$ cat src/rtl/mem_lsu_pkg.sv
// Shared constants, funct3 codes and FSM state type for the RV64 load/store unit.
package mem_lsu_pkg;

  localparam int          REG_BUS   = 64;
  localparam logic [63:0] ZERO_WORD = 64'h0;

  localparam logic [2:0] F3_LB  = 3'b000;
  localparam logic [2:0] F3_LH  = 3'b001;
  localparam logic [2:0] F3_LW  = 3'b010;
  localparam logic [2:0] F3_LD  = 3'b011;
  localparam logic [2:0] F3_LBU = 3'b100;
  localparam logic [2:0] F3_LHU = 3'b101;
  localparam logic [2:0] F3_LWU = 3'b110;
  localparam logic [2:0] F3_SB  = 3'b000;
  localparam logic [2:0] F3_SH  = 3'b001;
  localparam logic [2:0] F3_SW  = 3'b010;
  localparam logic [2:0] F3_SD  = 3'b011;

  typedef enum logic [1:0] {
    IDLE = 2'd0,
    BUSY = 2'd1,
    RESP = 2'd2
  } state_t;

  // Byte strobes for an access of size 2**sz bytes, before lane shifting.
  function automatic logic [7:0] size_mask(input logic [1:0] sz);
    case (sz)
      2'b00:   size_mask = 8'h01;
      2'b01:   size_mask = 8'h03;
      2'b10:   size_mask = 8'h0F;
      default: size_mask = 8'hFF;
    endcase
  endfunction

endpackage

$ cat src/rtl/mem_lsu_align.sv
// Combinational lane alignment: store strobe/data shifting and load shift plus sign/zero extension.
module lsu_align
  import mem_lsu_pkg::*;
#(
  parameter int XLEN   = REG_BUS,
  parameter int MASK_W = XLEN / 8
) (
  input  logic [2:0]        st_funct3,
  input  logic [2:0]        st_offset,
  input  logic [XLEN-1:0]   st_data,
  output logic [MASK_W-1:0] st_mask,
  output logic [XLEN-1:0]   st_data_sh,
  input  logic [2:0]        ld_funct3,
  input  logic [2:0]        ld_offset,
  input  logic [XLEN-1:0]   ld_raw,
  output logic [XLEN-1:0]   ld_data
);

  logic [MASK_W-1:0] mask_base;
  logic [XLEN-1:0]   ld_shifted;

  always_comb begin
    mask_base  = MASK_W'(size_mask(st_funct3[1:0]));
    // Lanes shifted past byte 7 simply fall off the top.
    st_mask    = mask_base << st_offset;
    st_data_sh = st_data << {st_offset, 3'b000};
    ld_shifted = ld_raw >> {ld_offset, 3'b000};
    case (ld_funct3)
      F3_LB:   ld_data = {{(XLEN-8){ld_shifted[7]}}, ld_shifted[7:0]};
      F3_LH:   ld_data = {{(XLEN-16){ld_shifted[15]}}, ld_shifted[15:0]};
      F3_LW:   ld_data = {{(XLEN-32){ld_shifted[31]}}, ld_shifted[31:0]};
      F3_LBU:  ld_data = {{(XLEN-8){1'b0}}, ld_shifted[7:0]};
      F3_LHU:  ld_data = {{(XLEN-16){1'b0}}, ld_shifted[15:0]};
      F3_LWU:  ld_data = {{(XLEN-32){1'b0}}, ld_shifted[31:0]};
      default: ld_data = ld_shifted;
    endcase
  end

endmodule

$ cat src/rtl/mem_lsu.sv
// Memory-access stage: one load/store at a time over a req/ack data bus.
// Define MEM_MISALIGN_CHK_EN to reject misaligned halfword/word/dword accesses without a bus request.
module mem_lsu
  import mem_lsu_pkg::*;
#(
  parameter int XLEN   = REG_BUS,
  parameter int MASK_W = XLEN / 8
) (
  input  logic              clk,
  input  logic              rst,
  input  logic              in_valid,
  output logic              in_ready,
  input  logic              mem_ld,
  input  logic              mem_st,
  input  logic [2:0]        mem_funct3,
  input  logic [XLEN-1:0]   mem_addr,
  input  logic [XLEN-1:0]   mem_wdata,
  output logic              dbus_req,
  output logic              dbus_we,
  output logic [XLEN-1:0]   dbus_addr,
  output logic [XLEN-1:0]   dbus_wdata,
  output logic [MASK_W-1:0] dbus_wmask,
  input  logic [XLEN-1:0]   dbus_rdata,
  input  logic              dbus_ack,
  output logic [XLEN-1:0]   mem_r_data,
  output logic              rd_data_mem_ena,
  output logic              mem_done,
  output logic              mem_misalign
);

  state_t            state_reg, state_next;
  logic [2:0]        offset_reg;
  logic [2:0]        funct3_reg;
  logic              load_reg;
  logic              we_reg;
  logic [XLEN-1:0]   addr_reg;
  logic [XLEN-1:0]   wdata_reg;
  logic [MASK_W-1:0] wmask_reg;
  logic [XLEN-1:0]   r_data_reg;

  logic              accept;
  logic              illegal;
  logic              misalign;
  logic              reject;
  logic [MASK_W-1:0] st_mask;
  logic [XLEN-1:0]   st_data_sh;
  logic [XLEN-1:0]   ld_data;

  lsu_align #(.XLEN(XLEN), .MASK_W(MASK_W)) u_align (
    .st_funct3  (mem_funct3),
    .st_offset  (mem_addr[2:0]),
    .st_data    (mem_wdata),
    .st_mask    (st_mask),
    .st_data_sh (st_data_sh),
    .ld_funct3  (funct3_reg),
    .ld_offset  (offset_reg),
    .ld_raw     (dbus_rdata),
    .ld_data    (ld_data)
  );

  assign accept  = (state_reg == IDLE) && in_valid && (mem_ld || mem_st);
  assign illegal = (mem_ld && mem_st) || (mem_ld && mem_funct3 == 3'b111) ||
                   (mem_st && mem_funct3[2]);

`ifdef MEM_MISALIGN_CHK_EN
  logic misalign_reg;

  always_comb begin
    case (mem_funct3[1:0])
      2'b01:   misalign = mem_addr[0];
      2'b10:   misalign = |mem_addr[1:0];
      2'b11:   misalign = |mem_addr[2:0];
      default: misalign = 1'b0;
    endcase
  end

  always_ff @(posedge clk) begin
    if (!rst)
      misalign_reg <= 1'b0;
    else if (accept)
      misalign_reg <= misalign && !illegal;
  end

  assign mem_misalign = (state_reg == RESP) && misalign_reg;
`else
  assign misalign     = 1'b0;
  assign mem_misalign = 1'b0;
`endif

  assign reject = illegal || misalign;

  always_comb begin
    state_next = state_reg;
    case (state_reg)
      IDLE:    if (accept) state_next = reject ? RESP : BUSY;
      BUSY:    if (dbus_ack) state_next = RESP;
      RESP:    state_next = IDLE;
      default: state_next = IDLE;
    endcase
  end

  always_ff @(posedge clk) begin
    if (!rst) begin
      state_reg  <= IDLE;
      offset_reg <= 3'b000;
      funct3_reg <= 3'b000;
      load_reg   <= 1'b0;
      we_reg     <= 1'b0;
      addr_reg   <= '0;
      wdata_reg  <= '0;
      wmask_reg  <= '0;
      r_data_reg <= ZERO_WORD;
    end else begin
      state_reg <= state_next;
      if (accept) begin
        offset_reg <= mem_addr[2:0];
        funct3_reg <= mem_funct3;
        load_reg   <= mem_ld && !reject;
        we_reg     <= mem_st && !reject;
        addr_reg   <= {mem_addr[XLEN-1:3], 3'b000};
        wdata_reg  <= st_data_sh;
        wmask_reg  <= mem_st ? st_mask : '0;
        if (reject)
          r_data_reg <= ZERO_WORD;
      end
      // Result register only changes on entry to RESP, so it holds between accesses.
      if (state_reg == BUSY && dbus_ack)
        r_data_reg <= load_reg ? ld_data : ZERO_WORD;
    end
  end

  assign in_ready        = (state_reg == IDLE);
  assign dbus_req        = (state_reg == BUSY);
  assign dbus_we         = we_reg;
  assign dbus_addr       = addr_reg;
  assign dbus_wdata      = wdata_reg;
  assign dbus_wmask      = wmask_reg;
  assign mem_r_data      = r_data_reg;
  assign mem_done        = (state_reg == RESP);
  assign rd_data_mem_ena = (state_reg == RESP) && load_reg;

endmodule

$ cat config.mk
export PLATFORM = sky130hd
export DESIGN_NAME = mem_lsu
export DESIGN_NICKNAME = d
export VERILOG_FILES = /design/src/rtl/mem_lsu_pkg.sv /design/src/rtl/mem_lsu_align.sv /design/src/rtl/mem_lsu.sv
export SDC_FILE = /design/constraint.sdc
export NUM_CORES = 1
export LEC_CHECK = 0
export ABC_AREA = 1
export CAP_MARGIN = 25
export CORE_AREA = 2 2 157 159
export CTS_CLUSTER_DIAMETER = 120
export DETAILED_ROUTE_END_ITERATION = 6
export DIE_AREA = 0 0 159 161
export DONT_BUFFER_PORTS = 1
export PLACE_DENSITY = 0.65
export RECOVER_POWER = 100
export SYNTH_ARGS = -nofsm -noshare
export SYNTH_HDL_FRONTEND = slang
export SYNTH_SLANG_ARGS = --single-unit
$ cat constraint.sdc
create_clock -name clk -period 1.9 [get_ports clk]
set_clock_uncertainty 0.1 [all_clocks]
set_input_delay 0.19 -clock clk [delete_from_list [all_inputs] [get_ports clk]]
set_output_delay 0.19 -clock clk [all_outputs]
set_load 0.1 [all_outputs]
# == Word-level counts from Yosys, hierarchy flattened ==
# Cells that the tools add are included.
# totals
reg_bits,207
in_bits,201
out_inout_bits,206
word_cells,55
# classes
eq_ne,12
shifts,3
mux,11
n_reduce_logical,20
# op_table
operator,count
64-bit case mux with 6 select lines,1
64-bit 2-to-1 mux,4
64-bit by 6-bit << shifter with 64-bit output,1
64-bit by 6-bit right shift with 64-bit output,1
8-bit case mux with 3 select lines,1
3-bit == test (second input constant),4
1-bit logical AND,9
8-bit 2-to-1 mux,1
8-bit by 3-bit << shifter with 8-bit output,1
2-bit 2-to-1 mux,3
2-bit by 1-bit == test with 1-bit output (second input constant),2
2-bit == test (second input constant),2
2-bit zero test,2
2-bit by 1-bit != test with 1-bit output (second input constant),2
2-bit case mux with 2 select lines,1
2-bit AND reduction,2
2-bit nonzero test,2
3-bit by 1-bit == test with 1-bit output (second input constant),1
3-bit by 2-bit == test with 1-bit output (second input constant),1
3-bit zero test,1
1-bit logical OR,3
1-bit zero test,1

# == Longest topological paths before layout ==
# logic_depth
depth_word,7
mapped_depth,12

# == Modules after synthesis ==
# From an unflattened synthesis, not the netlist that was laid out.
# unflattened
cells_unflattened,1782
area_unflattened_um2,11415.9
# modules_own_cells
mod,instances,cells_each,area_each_um2,seq_area_each_um2
mem_lsu,1,928,7385.8,4144.0
lsu_align,1,854,4030.1,0.0

# == Worst setup path before layout ==
# Ideal clock, no wire load.
# synth_timing
kind,register to output
start,register state_reg[1]
end,output port rd_data_mem_ena
arrival_ns,2.457
required_time_ns,1.610
path_slack_ns,-0.847
path_stages_with_launch,3
path_cell_list,dfxtp_1 inv_1 nor3_1
# synth_via
elab_chain_len,2
# synth_rtl
item,line,text
"start, declared",mem_lsu.sv:31,"state_t state_reg, state_next;"
"start signal, assigned",mem_lsu.sv:114,state_reg <= state_next;
2-bit == test,mem_lsu.sv:140,assign rd_data_mem_ena = (state_reg == RESP) && load_reg;
1-bit logical AND,mem_lsu.sv:140,
"end, declared",mem_lsu.sv:26,"output logic rd_data_mem_ena,"
# Every way passes these cells.

# == Final worst setup path ==
# layout_timing
start,register state_reg[0]
end,"register wdata_reg[59], in the netlist dbus_wdata[59]"
# layout_via
elab_chain_len,3
# layout_rtl
item,line,text
2-bit zero test,mem_lsu.sv:61,assign accept = (state_reg == IDLE) && in_valid && (mem_ld || mem_st);
1-bit logical AND (2 in series),mem_lsu.sv:61,
"end signal, assigned",mem_lsu.sv:121,wdata_reg <= st_data_sh;
"end, declared",mem_lsu.sv:37,logic [XLEN-1:0] wdata_reg;
# Every way passes these cells.
# A chain may end at the register's enable or synchronous reset.

==> out/metrics.yaml <==
status: "finished with violations"
violations: "DRC"
critical-path-max-stage-delay_ns: 0.37
start_kind: "flip-flop"
yosysTopAreaCell: "dfxtp_1"
yosysTopAreaCellShare: 0.370
drive_gt1_frac: 0.169
rows: 57
p_sw_frac: 0.374
antenna_left: 0
worst-path-buf-inv: 3
rsz0062_at_grt: "true"
grt_pass1_wl_mm: 72.3
hold_class: "input port to flip-flop"
ios: 407
place.port_buffers: 0
viasPerCell: 5.67
first_global_vias: 13060
seq_area_frac_synth: 0.370
synth_ff_type: "dfxtp_1"
hold_depth: 4
async_flop_share: 0
worstReg2RegEnd: "dbus_wdata[59]"
power_mw: 14.2
cap_violations: 0
cp_max_fo: 16
num-fill-cells: 2240
ff_latch_area_mm2: 0.00415
ys_seq_elements: 207
first_iter_violations: 1557
num-nets-final: 2249
ctsRootBufferMaster: "clkbuf_16"
ys_warn_count: 0
path_common_cell: "nand2_1"
hp-start: "dbus_rdata[13]"
clkPwrFrac: 0.365
path_cells: "nor2_4, nand2_4, nor2_8, nand2_1, inv_2, buf_12, o21ai_0, nand3_1, nand2_1, inv_1"
arrival_ns: 2.21
synth_cell_types: 37
seqPwrFrac: 0.329
wl_mm: 47.1
crit_family: "simple AND/OR/NAND/NOR gates"
powerDensity_mw_per_mm2: 940
core-area_mm2: 0.0240
min_to: "mem_r_data[5]"
area_growth_pct: 35.2
finalSetupViolations: 0
fin_crit_sh: 0.968
h-tree-depth: 1
avgSynthCellArea_um2: 6.43
combPwrFrac: 0.306
cts_tree: "built"
slew_headroom: 0.573
slowest_stage: "dfxtp_4"
r2r_start: "state_reg[0]"
grt_max_degree: 92
p_leak_nw: 6.99
max_freq_mhz: 544
yosys-top-cells-area: "dfxtp_1, nand2_1, o21ai_0, a21oi_1, nand3_1"
drc: 18
dieArea_mm2: 0.0256
finalMaxSlewViolations: 0
p_sw_mw: 5.33
cts_buffers: 24
path_clk_slew_ns: 0.06
dr.pass1.iters: 7
endpoint_kind: "flip-flop"
reg2reg_depth: 10
antenna_found_initial: 3
hold_viol: 0
ir_worst_vdd_mv: 0.812
fin_hold_ws_ns: 0.00543
cts.sinks: 207
drt-wirelength-per-cell_um: 19.7
r2r_setup_slack_ns: 0.06
initial_core_util: 0.468
place_hpwl_mm: 31.8
die-height_um: 161
synth-edff-count: 0
multi_input_area_mm2: 0.00608
track_usage: 0.352
synth_area_mm2: 0.0112
required_ns: 2.27
cts_max_path_buffers: 3
place_congestion: 0.998
period_needed_ns: 1.84
internal_power_mw: 8.91
vias: 13580
clk_latency_ns: 0.53
postSynthCellCount: 1743
worstMarginPinSlew_ns: 0.643
path_class: "flip-flop to flip-flop"
cts_setup_buffers: 0
overflow: 0
die_w_um: 159
[worst max path at each step]
stage,slack [ns],endpoint,from,depth (start not counted)
6_report,0.06,dbus_wdata[59],state_reg[0],10
5_1_grt,-0.04,mem_r_data[62],offset_reg[0],9
4_1_cts,0.01,mem_r_data[36],state_reg[0],9
3_5_place_dp,-0.02,mem_r_data[33],state_reg[0],9
3_3_place_gp,-0.03,mem_r_data[33],state_reg[0],9
2_1_floorplan,-0.13,mem_r_data[10],state_reg[0],10
[cells in the mapped netlist (2+ instances only)]
master     count
o21ai_1       10
o211ai_1      28
nand2_2        3
a211oi_1       2
buf_1         11
nor2_2         6
nor2_1       174
inv_1         73
or2_2         11
o21ai_0      179
nor3_1         2
dfxtp_1      207
a31oi_1        7
buf_2         52
a21oi_1      167
o31ai_1        4
clkbuf_1      49
clkbuf_2       3
inv_2         10
nand3_1      162
a2bb2oi_1      2
o21ai_2        2
mux2i_1       23
buf_6          6
nand2_1      511
buf_4         21
a22oi_1        8
[kinds of logic (layout without fill, tap and decap cells)]
family / Yosys count / after routing / share of synthesized area
AO/OA/AOI/OAI: 411 / 411 / 0.196
buffers and inverters: 226 / 546 / 0.0929
flip-flops: 207 / 207 / 0.370
multiplexers: 23 / 23 / 0.0205
other: 1 / 7 / 0.000335
AND/OR/NAND/NOR: 875 / 875 / 0.321
[routing by layer]
| layer | global-route usage | wire (µm) |
|---|---|---|
| met1 | 0.417 | 17800 |
| met2 | 0.586 | 21600 |
| met3 | 0.0863 | 4650 |
| met4 | 0.202 | 3110 |
| met5 | 0 | 0 |
[worst register-to-register path: stages, from the launching register on]
cell     delay (ns)
dfxtp_4        0.37
nor2_4         0.14
nand2_4        0.08
nor2_8         0.17
nand2_1        0.17
inv_2          0.21
buf_12         0.18
o21ai_0        0.15
nand3_1        0.12
nand2_1        0.05
inv_1          0.06
[power groups by stage]
| stage | combinational, mW | clock [mW] | sequential [mW] |
|---|---|---|---|
| floorplan | 1.68 | 0 | 6.20 |
| CTS | 4.41 | 5.24 | 4.68 |
| global placement | 4.03 | 0 | 4.76 |
| finish | 4.36 | 5.20 | 4.68 |
| global route | 4.60 | 5.41 | 4.70 |
| detailed placement | 4.03 | 0 | 4.77 |
[per-stage QoR]
stage | instance area (µm²) | util | worst slack (ns) | std cells | TNS, ns
after CTS | 15600 | 0.652 | 0.0113 | 2390 | 0
after global routing | 15100 | 0.632 | -0.0389 | 2393 | -0.217
after global placement | 13100 | 0.548 | -0.0292 | 2190 | -0.0292
after floorplan | 11300 | - | -0.129 | 1746 | -7.66
after detailed placement | 13100 | 0.548 | -0.0217 | 2190 | -0.0217
final | 15100 | 0.632 | 0.0613 | 2393 | 0
[cells in the final DEF, fill, tap and decap left out, types with 3 or more instances in the layout]
cell,instances
nor2_4,4
clkbuf_4,4
or2_2,11
inv_1,73
clkbuf_2,198
clkbuf_1,3
a22oi_1,8
clkbuf_16,25
a21oi_1,165
clkbuf_8,8
o211ai_1,28
buf_6,6
nand3_1,162
inv_4,3
dlygate4sd3_1,153
a31oi_1,7
buf_12,18
o31ai_1,4
clkinv_2,3
mux2i_1,23
nand2_1,512
bufinv_16,4
o21ai_0,177
nor2_1,174
buf_4,37
inv_2,6
conb_1,4
diode_2,3
o21ai_1,12
nor2_2,3
dfxtp_1,204
[layout make-up]
type / instances / area share
well taps: 324 / 0.0268
multi-input cells: 1313 / 0.401
inverters: 84 / 0.0214
repair buffers: 418 / 0.217
flip-flops and latches: 207 / 0.274
clock inverters: 8 / 0.00975
clock buffers: 36 / 0.0493
diodes: 3 / 0.000496
[timing repair]
action | CTS | global route
pin swaps | 0 | 0
setup endpoints to repair | 1 | 28
gates resized for setup | 1 | 12
hold endpoints to repair | 185 | 0
hold buffers | 156 | 0
(Power assumes the default switching activity.)
